### src/rtl/mdom_bsum_if.sv
// mdom_bsum_if: groups the sample stream, the unpacked baseline-sum controls and
// the baseline results of one mDOM ADC channel. The master drives the samples and
// controls and receives the results. The slave is the mdom_bsum engine.
interface mdom_bsum_if;
    logic [11:0] adc_data;
    logic        adc_valid;
    logic        pause;
    logic        pause_override;
    logic [2:0]  sum_len_sel;
    logic [15:0] pause_len;
    logic [11:0] dev_low;
    logic [11:0] dev_high;
    logic [22:0] bsum;
    logic [11:0] baseline;
    logic        baseline_valid;
    logic        bsum_stb;
    logic        paused;

    modport master (
        output adc_data, adc_valid, pause, pause_override,
               sum_len_sel, pause_len, dev_low, dev_high,
        input  bsum, baseline, baseline_valid, bsum_stb, paused
    );

    modport slave (
        input  adc_data, adc_valid, pause, pause_override,
               sum_len_sel, pause_len, dev_low, dev_high,
        output bsum, baseline, baseline_valid, bsum_stb, paused
    );
endinterface

### src/rtl/mdom_bsum.sv
// mdom_bsum: baseline-sum engine for one mDOM ADC channel.
// It accumulates power-of-two windows of quiet samples into a running 12-bit
// baseline. A window is thrown away, and sampling is held off, whenever a pulse
// is signalled by `pause` or by a sample leaving the band around the baseline.
// Optional feature macro: MDOM_BSUM_DEV_CHECK_EN enables excursion detection.
// Without it, only `pause` causes holdoff and dev_low/dev_high are ignored.
module mdom_bsum (
    input  logic           clk,
    input  logic           rst,
    mdom_bsum_if.slave     bus
);

    localparam logic [0:0] ST_ACCUM   = 1'b0;
    localparam logic [0:0] ST_HOLDOFF = 1'b1;

    logic [0:0]  state_r;
    logic [22:0] acc_r;
    logic [11:0] cnt_r;
    logic [2:0]  win_sel_r;
    logic [15:0] hold_cnt_r;
    logic [22:0] bsum_r;
    logic [11:0] baseline_r;
    logic        baseline_valid_r;
    logic        bsum_stb_r;
    logic        paused_r;

    logic [2:0]  win_sel_s;
    logic [11:0] win_last_s;
    logic [22:0] sum_s;
    logic [3:0]  shamt_s;
    logic [22:0] shifted_s;
    logic [11:0] base_new_s;
    logic        excursion_s;
    logic        hold_s;

    // Window geometry: the length comes from sum_len_sel at window start, else from the latched copy.
    always_comb begin
        win_sel_s = win_sel_r;
        if (cnt_r == 12'd0) begin
            win_sel_s = bus.sum_len_sel;
        end else begin
            win_sel_s = win_sel_r;
        end
        win_last_s = (12'd16 << win_sel_s) - 12'd1;
        sum_s      = acc_r + {11'd0, bus.adc_data};
        shamt_s    = {1'b0, win_sel_s} + 4'd4;
        shifted_s  = sum_s >> shamt_s;
        base_new_s = shifted_s[11:0];
    end

`ifdef MDOM_BSUM_DEV_CHECK_EN
    // Lower edge of the quiet band, clamped at 0.
    function automatic logic [11:0] low_bound(input logic [11:0] base, input logic [11:0] dev);
        logic [11:0] res;
        if (dev > base) begin
            res = 12'd0;
        end else begin
            res = base - dev;
        end
        return res;
    endfunction

    // Upper edge of the quiet band, clamped at full scale.
    function automatic logic [11:0] high_bound(input logic [11:0] base, input logic [11:0] dev);
        logic [12:0] sum;
        logic [11:0] res;
        sum = {1'b0, base} + {1'b0, dev};
        if (sum[12]) begin
            res = 12'hFFF;
        end else begin
            res = sum[11:0];
        end
        return res;
    endfunction

    logic [11:0] lo_s;
    logic [11:0] hi_s;

    // Excursion check against the registered baseline, armed once a baseline exists.
    always_comb begin
        lo_s = low_bound(baseline_r, bus.dev_low);
        hi_s = high_bound(baseline_r, bus.dev_high);
        if (baseline_valid_r && ((bus.adc_data < lo_s) || (bus.adc_data > hi_s))) begin
            excursion_s = 1'b1;
        end else begin
            excursion_s = 1'b0;
        end
    end
`else
    logic unused_dev_s;
    assign unused_dev_s = ^{bus.dev_low, bus.dev_high};

    // Excursion detection is compiled out, so only the external pause can hold off.
    always_comb begin
        excursion_s = 1'b0;
    end
`endif

    assign hold_s = bus.adc_valid & ~bus.pause_override & (bus.pause | excursion_s);

    // Window accumulation, holdoff sequencing and registered result update.
    always_ff @(posedge clk or posedge rst) begin
        if (rst) begin
            state_r          <= ST_ACCUM;
            acc_r            <= 23'd0;
            cnt_r            <= 12'd0;
            win_sel_r        <= 3'd0;
            hold_cnt_r       <= 16'd0;
            bsum_r           <= 23'd0;
            baseline_r       <= 12'd0;
            baseline_valid_r <= 1'b0;
            bsum_stb_r       <= 1'b0;
            paused_r         <= 1'b0;
        end else begin
            bsum_stb_r <= 1'b0;
            if (bus.adc_valid) begin
                case (state_r)
                    ST_ACCUM: begin
                        if (hold_s) begin
                            // The offending sample and the partial window are dropped.
                            acc_r      <= 23'd0;
                            cnt_r      <= 12'd0;
                            hold_cnt_r <= bus.pause_len;
                            state_r    <= ST_HOLDOFF;
                            paused_r   <= 1'b1;
                        end else if (cnt_r == win_last_s) begin
                            bsum_r           <= sum_s;
                            baseline_r       <= base_new_s;
                            bsum_stb_r       <= 1'b1;
                            baseline_valid_r <= 1'b1;
                            acc_r            <= 23'd0;
                            cnt_r            <= 12'd0;
                        end else begin
                            acc_r     <= sum_s;
                            cnt_r     <= cnt_r + 12'd1;
                            win_sel_r <= win_sel_s;
                        end
                    end
                    ST_HOLDOFF: begin
                        if (hold_s) begin
                            hold_cnt_r <= bus.pause_len;
                        end else if (hold_cnt_r == 16'd0) begin
                            // The exit sample is dropped; the next one opens a new window.
                            state_r  <= ST_ACCUM;
                            paused_r <= 1'b0;
                        end else begin
                            hold_cnt_r <= hold_cnt_r - 16'd1;
                        end
                    end
                    default: begin
                        state_r  <= ST_ACCUM;
                        paused_r <= 1'b0;
                        acc_r    <= 23'd0;
                        cnt_r    <= 12'd0;
                    end
                endcase
            end else begin
                state_r <= state_r;
            end
        end
    end

    assign bus.bsum           = bsum_r;
    assign bus.baseline       = baseline_r;
    assign bus.baseline_valid = baseline_valid_r;
    assign bus.bsum_stb       = bsum_stb_r;
    assign bus.paused         = paused_r;

endmodule
### src/flat_wrapper.sv
// flat-port wrapper written by rule: the top's interface ports become plain ports
module mdom_bsum_flat 
  (clk, rst, bus_adc_data, bus_adc_valid, bus_pause, bus_pause_override, bus_sum_len_sel, bus_pause_len, bus_dev_low, bus_dev_high, bus_bsum, bus_baseline, bus_baseline_valid, bus_bsum_stb, bus_paused);
  mdom_bsum_if bus_i ();
  input  logic clk;
  input  logic rst;
  input wire logic [$bits(bus_i.adc_data)-1:0] bus_adc_data;
  input wire logic [$bits(bus_i.adc_valid)-1:0] bus_adc_valid;
  input wire logic [$bits(bus_i.pause)-1:0] bus_pause;
  input wire logic [$bits(bus_i.pause_override)-1:0] bus_pause_override;
  input wire logic [$bits(bus_i.sum_len_sel)-1:0] bus_sum_len_sel;
  input wire logic [$bits(bus_i.pause_len)-1:0] bus_pause_len;
  input wire logic [$bits(bus_i.dev_low)-1:0] bus_dev_low;
  input wire logic [$bits(bus_i.dev_high)-1:0] bus_dev_high;
  output wire logic [$bits(bus_i.bsum)-1:0] bus_bsum;
  output wire logic [$bits(bus_i.baseline)-1:0] bus_baseline;
  output wire logic [$bits(bus_i.baseline_valid)-1:0] bus_baseline_valid;
  output wire logic [$bits(bus_i.bsum_stb)-1:0] bus_bsum_stb;
  output wire logic [$bits(bus_i.paused)-1:0] bus_paused;
  assign bus_i.adc_data = bus_adc_data;
  assign bus_i.adc_valid = bus_adc_valid;
  assign bus_i.pause = bus_pause;
  assign bus_i.pause_override = bus_pause_override;
  assign bus_i.sum_len_sel = bus_sum_len_sel;
  assign bus_i.pause_len = bus_pause_len;
  assign bus_i.dev_low = bus_dev_low;
  assign bus_i.dev_high = bus_dev_high;
  assign bus_bsum = bus_i.bsum;
  assign bus_baseline = bus_i.baseline;
  assign bus_baseline_valid = bus_i.baseline_valid;
  assign bus_bsum_stb = bus_i.bsum_stb;
  assign bus_paused = bus_i.paused;
  mdom_bsum u_core (.clk(clk), .rst(rst), .bus(bus_i));
endmodule
### config.mk
export PLATFORM = sky130hd
export DESIGN_NAME = mdom_bsum_flat
export DESIGN_NICKNAME = d
export VERILOG_FILES = /design/src/rtl/mdom_bsum_if.sv /design/src/rtl/mdom_bsum.sv /design/src/flat_wrapper.sv
export SDC_FILE = /design/constraint.sdc
export NUM_CORES = 1
export LEC_CHECK = 0
export CORE_ASPECT_RATIO = 0.75
export CORE_MARGIN = 2
export CORE_UTILIZATION = 59
export CTS_CLUSTER_DIAMETER = 100
export DETAILED_ROUTE_END_ITERATION = 8
export HOLD_SLACK_MARGIN = 0.12
export PLACE_DENSITY_LB_ADDON = 0.15
export SLEW_MARGIN = 30
export SYNTH_ARGS = -nofsm -noshare
export SYNTH_HDL_FRONTEND = slang
export SYNTH_SLANG_ARGS = --single-unit
### constraint.sdc
create_clock -name clk -period 9.9 [get_ports clk]
set_input_delay 0.99 -clock clk [delete_from_list [all_inputs] [get_ports clk]]
set_output_delay 0.99 -clock clk [all_outputs]
set_load 0.01 [all_outputs]
==> results.yml, run 1 <==
synth:
  synth-edff-count: 0
  ys_ff_latch: 93
  ys_warn_count: 0
  syn_inst: 718
  ys_types: 78
  ys_seq_area_share_pct: 37.7
  synthFlopType: "dfrtp_1"
  synth-async-reset-ratio_pct: 100
  synth_nets: 795
  syn_area_per_cell_sq_um: 8.61
  syn_area_sq_um: 6180
floorplanning:
  die_h_um: 92.6
  core_area_sq_um: 10200
  start_util_pct: 60.3
  io_pins: 98
  rows: 32
  die_w_um: 122
  die_area_sq_um: 11300
hold_path:
  hold_path.startpoint: "u_core.bus.bsum[8]"
  whs_endpoint: "u_core.bus.bsum[8]"
  hold_depth: 2
  holdCritPathClass: "reg2reg"
global_routing:
  grtUsageTotal_pct: 32.0
  grt_pass1_vias: 5603
  overflow: 0
  grt_pass1_wl_um: 28400
  antenna_found_initial: 0
  grt_max_degree: 56
route:
  drc: 0
  drtIter0Drc: 771
  antenna_left: 0
  drt-vias-per-instance: 6.62
  wl_per_cell_um: 19.2
  vias: 5981
  wl_um: 17400
  drtPass1Iterations: 6
status:
  status: "completed"
pwr:
  power_density_nw_per_um2: 253
  p_leak_nw: 3.09
  p_sw_share_pct: 47.4
  combPwrFrac_pct: 54.2
  p_sw_mw: 0.863
  p_int_mw: 0.959
  p_clk_share_pct: 18.2
  vdd_drop_max_mv: 0.171
  p_seq_share_pct: 27.6
sta:
  tightestPinTransition_ps: 1020
  whs_ps: 481
  finalSetupViolCount: 0
  clock-skew-final_ps: 10.5
  period_minus_slack_ps: 5590
  drv_slew: 0
  fin_crit_sh_pct: 56.5
  hold_viol_final: 0
  fmax_mhz: 179
  fin_setup_tns_ps: 0
  maxSlewHeadroom_pct: 31.1
  rsz0062_at_grt: "false"
cts:
  clk_latency_ps: 350
  cts-resized-gates: 0
  cts_made_buffers: 9
  htreeDepth: 3
  postCtsSetupBuffers: 0
  cts.sinks: 93
  clockBufferDepth: 2
  cts_root_buffer: "clkbuf_16"
  path_clk_slew_ps: 70
  ctsHoldBuffers: 0
  tritoncts: "done"
layout:
  syn_to_final_growth_pct: 16.5
  antenna_cells: 0
  finalInstanceArea_sq_um: 7200
  drive_above_1_share_pct: 7.29
  fin_nets: 840
  fillers: 845
worst_setup_path:
  timing.rr.end: "u_core.bus.baseline[2]"
  required_ps: 10180
  r2r-start: "u_core.cnt_r[0]"
  critPathArrivalTime_ps: 5880
  cp_cell_sequence: "inv_1 > ha_1 > nor4b_1 > nand4_1 > nand2_1 > nand2_1 > ha_1 > nand2b_1 > nor4_1 > nor3_1 > a221oi_1 > nor2_1 > or4_1 > a2111oi_0 > a21o_1"
  crit_path_top_delay_cell: "a2111oi_0"
  path_max_fanout: 28
  r2r_slack_ps: 4310
  cp-start-kind: "flip-flop"
  worst-setup-path-type: "reg2reg"
  slowest_delay_ps: 830
  end_kind: "flip-flop"
  reg2reg_depth: 15
place:
  dp.final_hpwl_um: 12100
  port_buffers: 73
  place_area_sq_um: 6920
  routabilityCongestion: 0.964
run:
  max_cap_viol_count: 0
[cells in the final DEF, fill, tap and decap left out, types with 6 or more instances in the layout]
| cell type | count |
|---|---|
| inv_1 | 20 |
| nand2b_1 | 8 |
| mux2_2 | 7 |
| o21ai_0 | 75 |
| and3_1 | 8 |
| a22o_1 | 8 |
| o22ai_1 | 6 |
| clkbuf_16 | 9 |
| nor2b_1 | 6 |
| xnor2_1 | 14 |
| o211ai_1 | 11 |
| ha_1 | 16 |
| nor2_1 | 58 |
| nor3_1 | 22 |
| a21oi_1 | 43 |
| a31oi_1 | 7 |
| or3_1 | 9 |
| nand3_1 | 20 |
| dfrtp_1 | 93 |
| nand2_1 | 89 |
| clkdlybuf4s50_1 | 73 |
| and4_1 | 6 |
| nor4_1 | 11 |
| a21o_1 | 12 |
| mux2_4 | 10 |
| a221oi_1 | 7 |
[cell type report]
cell class	instances	area [sq um]	share of cell area, %
clock buffers	10	229	3.18
clock inverters	6	43.8	0.608
inverters	21	80.1	1.11
multi-input cells	562	3590	49.9
flip-flops and latches	93	2330	32.3
well taps	136	170	2.36
repair buffers	76	753	10.5
[stage by stage]
step / setup WS (ps) / power (mW) / cells / utilization (%)
floorplan: 5720 / 1.21 / 718 / -
global placement: 4520 / 1.41 / 887 / 67.3
detailed placement: 4430 / 1.45 / 887 / 67.5
CTS: 4490 / 1.79 / 903 / 70.1
global route: 3980 / 1.94 / 904 / 70.2
finish: 4310 / 1.82 / 904 / 70.2
[state kept, by name (all words and copies together), names as in the netlist]
register / flops
u_core.bus.paused: 1
u_core.bus.bsum: 23
u_core.bus.baseline: 12
u_core.hold_cnt_r: 16
u_core.win_sel_r: 3
u_core.state_r: 1
u_core.bus.baseline_valid: 1
u_core.cnt_r: 12
u_core.bus.bsum_stb: 1
u_core.acc_r: 23
[Yosys cell counts, types with 12 or more instances]
library cell	instances	area share [%]
nor2_1	58	3.5
xnor2_1	14	2.0
nand3_1	20	1.6
nor3_1	22	1.8
ha_1	16	3.2
a21oi_1	43	3.5
nand2_1	89	5.4
a21o_1	12	1.5
dfrtp_1	93	38
inv_1	21	1.3
clkbuf_1	30	1.8
o21ai_0	75	6.1
[worst max-delay path, delay by kind of cell, from the launching register on]
family | cells | cell delay (ps)
and+or+nand+nor | 9 | 3230
AOI/OAI and AO/OA | 3 | 1320
adders and majority gates | 2 | 500
DFF | 1 | 420
buffers and inverters | 1 | 70
[routing by layer]
layer	up-vias	share of wire [%]	global-route usage, %
met4	0	1.1	7.57
met5	-	0	0
met3	22	8.9	7.45
li1	2761	-	-
met1	2891	48	48.5
met2	307	42	46.3
[worst max path at each step]
stage	slack (ps)	startpoint	end	cells after the start
final	4310	u_core.cnt_r[0]	u_core.bus.baseline[2]	15
after global routing	3980	u_core.cnt_r[0]	u_core.bus.baseline[2]	15
after CTS	4490	u_core.cnt_r[0]	u_core.bus.baseline[2]	15
after detailed placement	4430	bus_adc_data[0]	u_core.bus.baseline[8]	11
after global placement	4520	bus_adc_data[0]	u_core.bus.baseline[8]	11
after floorplan	5720	u_core.cnt_r[0]	u_core.bus.bsum[0]	17
[logic make-up after synthesis]
family | Yosys count | share of synthesized area [%]
AO/OA/AOI/OAI | 236 | 25.6
XOR/XNOR | 19 | 2.69
adder cells (fa/ha/maj) | 17 | 3.56
buffers and inverters | 63 | 4.62
flip-flops | 93 | 37.7
multiplexers | 22 | 4.52
AND/OR/NAND/NOR | 268 | 21.4
[power by group through the flow]
stage / clock network [mW] / registers (mW) / logic (mW)
detailed placement: 0 / 0.508 / 0.941
finish: 0.332 / 0.504 / 0.987
floorplan: 0 / 0.488 / 0.723
global route: 0.350 / 0.512 / 1.07
CTS: 0.334 / 0.501 / 0.950
global placement: 0 / 0.502 / 0.907
Note: power is estimated with default switching activity, not from simulation.
==> inputs of run 2 (changes only) <==
--- a/config.mk
+++ b/config.mk
@@ -7,7 +7,7 @@
 export LEC_CHECK = 0
 export CORE_ASPECT_RATIO = 0.75
 export CORE_MARGIN = 2
-export CORE_UTILIZATION = 59
+export CORE_UTILIZATION = 49
 export CTS_CLUSTER_DIAMETER = 100
 export DETAILED_ROUTE_END_ITERATION = 8
 export HOLD_SLACK_MARGIN = 0.12
==> constraint.sdc (replaced) <==
create_clock -name clk -period 5.1 [get_ports clk]
set_input_delay 0.51 -clock clk [delete_from_list [all_inputs] [get_ports clk]]
set_output_delay 0.51 -clock clk [all_outputs]
set_load 0.01 [all_outputs]
==> run 2 against run 1 <==
Global-route usage shrank 5.4 points. Design area grew 2.6%. Non-clock buffer count grew 16. Die area grew 20%. Via count shrank 0.85%. Register-to-register slack lost 3800 ps. Power grew 100%. Clock skew shrank 4.7 ps.
==> results.yml, run 2 (synthesized netlist as in run 1, its figures left out) <==
global_routing:
  met3_usage_pct: 8.96
  grt_pass1_vias: 5506
  grtUsageMet2_pct: 36.8
  overflow: 0
  grt_max_degree: 53
  grtUsageTotal_pct: 26.7
  grt_pass1_wl_um: 28500
  gr-max-usage-layer: "met1"
  grtUsageMet1_pct: 40.3
  antenna_found_initial: 1
place:
  dp.final_hpwl_um: 12700
  routabilityCongestion: 0.979
  place_area_sq_um: 7070
  preCtsSetupSlack_ps: 276
  port_buffers: 73
  placed_cells_incl_taps: 934
worst_setup_path:
  path_common_cell: "ha_1"
  critPathBufInv: 1
  cp_cell_sequence: "inv_1 > ha_1 > or4b_1 > o31ai_1 > o21ai_2 > nand2_1 > ha_1 > nand2b_1 > a32oi_1 > nor3_1 > a32o_1 > nor2_1 > or4b_2 > a21oi_1 > a21o_1"
  required_ps: 5390
  end_kind: "flip-flop"
  critPathArrivalTime_ps: 4920
  slowest_delay_ps: 770
  cp_top_family: "simple AND/OR/NAND/NOR gates"
  path_max_fanout: 8
  worst-setup-path-type: "reg2reg"
  crit_path_top_delay_cell: "or4b_2"
  cp-start-kind: "flip-flop"
cts:
  clockBufferDepth: 2
  path_clk_slew_ps: 70
  postCtsSetupBuffers: 0
  tritoncts: "done"
  htreeDepth: 3
  clk_latency_ps: 350
  cts_made_buffers: 9
  cts_root_buffer: "clkbuf_16"
  cts.sinks: 93
layout:
  antenna_cells: 0
  fin_nets: 856
  final_cell_mix: "93 x dfrtp_1, 89 x nand2_1, 75 x o21ai_0"
  syn_to_final_growth_pct: 19.5
  drive_above_1_share_pct: 9.32
  final_common_cell: "dfrtp_1"
  instances_no_fill: 949
  finalInstanceArea_sq_um: 7390
sta:
  drv_slew: 0
  whs_ps: 479
  clock-skew-final_ps: 5.83
  maxSlewHeadroom_pct: 37.2
  fin_setup_tns_ps: 0
  fmax_mhz: 216
  period_minus_slack_ps: 4630
  tightestPinTransition_ps: 940
  finalSetupViolCount: 0
  rsz0062_at_grt: "false"
  worst_slack_ps: 466
  hold_viol_final: 0
  fin_crit_sh_pct: 90.9
floorplanning:
  die_h_um: 101
  die_area_sq_um: 13500
  core_area_sq_um: 12300
  start_util_pct: 50.2
  die_w_um: 134
  rows: 35
  io_pins: 98
route:
  vias: 5930
  drtPass1Iterations: 8
  drc: 0
  wl_per_cell_um: 18.4
  drt-vias-per-instance: 6.25
  drtIter0Drc: 601
  wl_um: 17500
  antenna_left: 0
status:
  status: "completed"
pwr:
  p_leak_nw: 3.17
  vdd_drop_max_mv: 0.329
  power_density_nw_per_um2: 498
hold_path:
  holdCritPathClass: "reg2reg"
run:
  max_cap_viol_count: 0
run 2: cell count changes in the layout (fill, tap and decap cells not counted), moves of 2 or more:
cell and delta:
buf_4 +15, clkinv_4 +3, clkinv_2 -3, inv_6 -2
run 2: worst register-to-register path, stage by stage, from the launching register on:
cell and delay (ps):
dfrtp_1 420, inv_1 70, ha_1 160, or4b_1 630, o31ai_1 400, o21ai_2 210, nand2_1 180, ha_1 340
nand2b_1 150, a32oi_1 50, nor3_1 370, a32o_1 240, nor2_1 80, or4b_2 770, a21oi_1 360, a21o_1 130
run 2: layer usage:
| metal | wire length [um] | share of wire, % |
|---|---|---|
| met4 | 145 | 0.83 |
| met3 | 1650 | 9.4 |
| met2 | 6970 | 40 |
| met1 | 8720 | 50 |
| met5 | 13 | 0.074 |
run 2: what timing repair did:
| action | CTS | global route |
|---|---|---|
| hold buffers | 0 | 0 |
| setup endpoints to repair | 0 | 1 |
| gates resized for setup | 0 | 3 |
run 2: where the power goes:
part	leakage (nW)	internal [mW]	switching (mW)
clock network	0.142	0.382	0.304
logic	1.80	0.719	1.30
registers	1.23	0.856	0.118
run 2: final timing paths:
check	startpoint	to	slack, ps	cells after the start
setup reg to reg	u_core.cnt_r[0]	u_core.bus.bsum[19]	470	15
hold / removal	u_core.bus.baseline_valid	u_core.bus.baseline_valid	480	1
min in group asynchronous	rst	u_core.bus.bsum[22]	610	2
hold reg to reg	u_core.bus.baseline_valid	u_core.bus.baseline_valid	480	1
setup / recovery	u_core.cnt_r[0]	u_core.bus.bsum[19]	470	15
max in group asynchronous	rst	u_core.acc_r[8]	3510	3
run 2: through the flow:
step           power [mW]  utilization [%]
2_1_floorplan        2.35                -
3_3_place_gp         2.84             57.5
3_5_place_dp         2.90             57.5
4_1_cts              3.60             59.9
5_1_grt              3.91             60.0
6_report             3.68             60.0
run 2: area by class of cell:
class | count | area, sq um
multi-input combinational | 562 | 3590
clock inverter | 6 | 72.6
fill | 1078 | 4920
clock buffer | 9 | 225
tap | 166 | 208
sequential | 93 | 2330
timing repair buffer | 92 | 886
inverter | 21 | 81.3
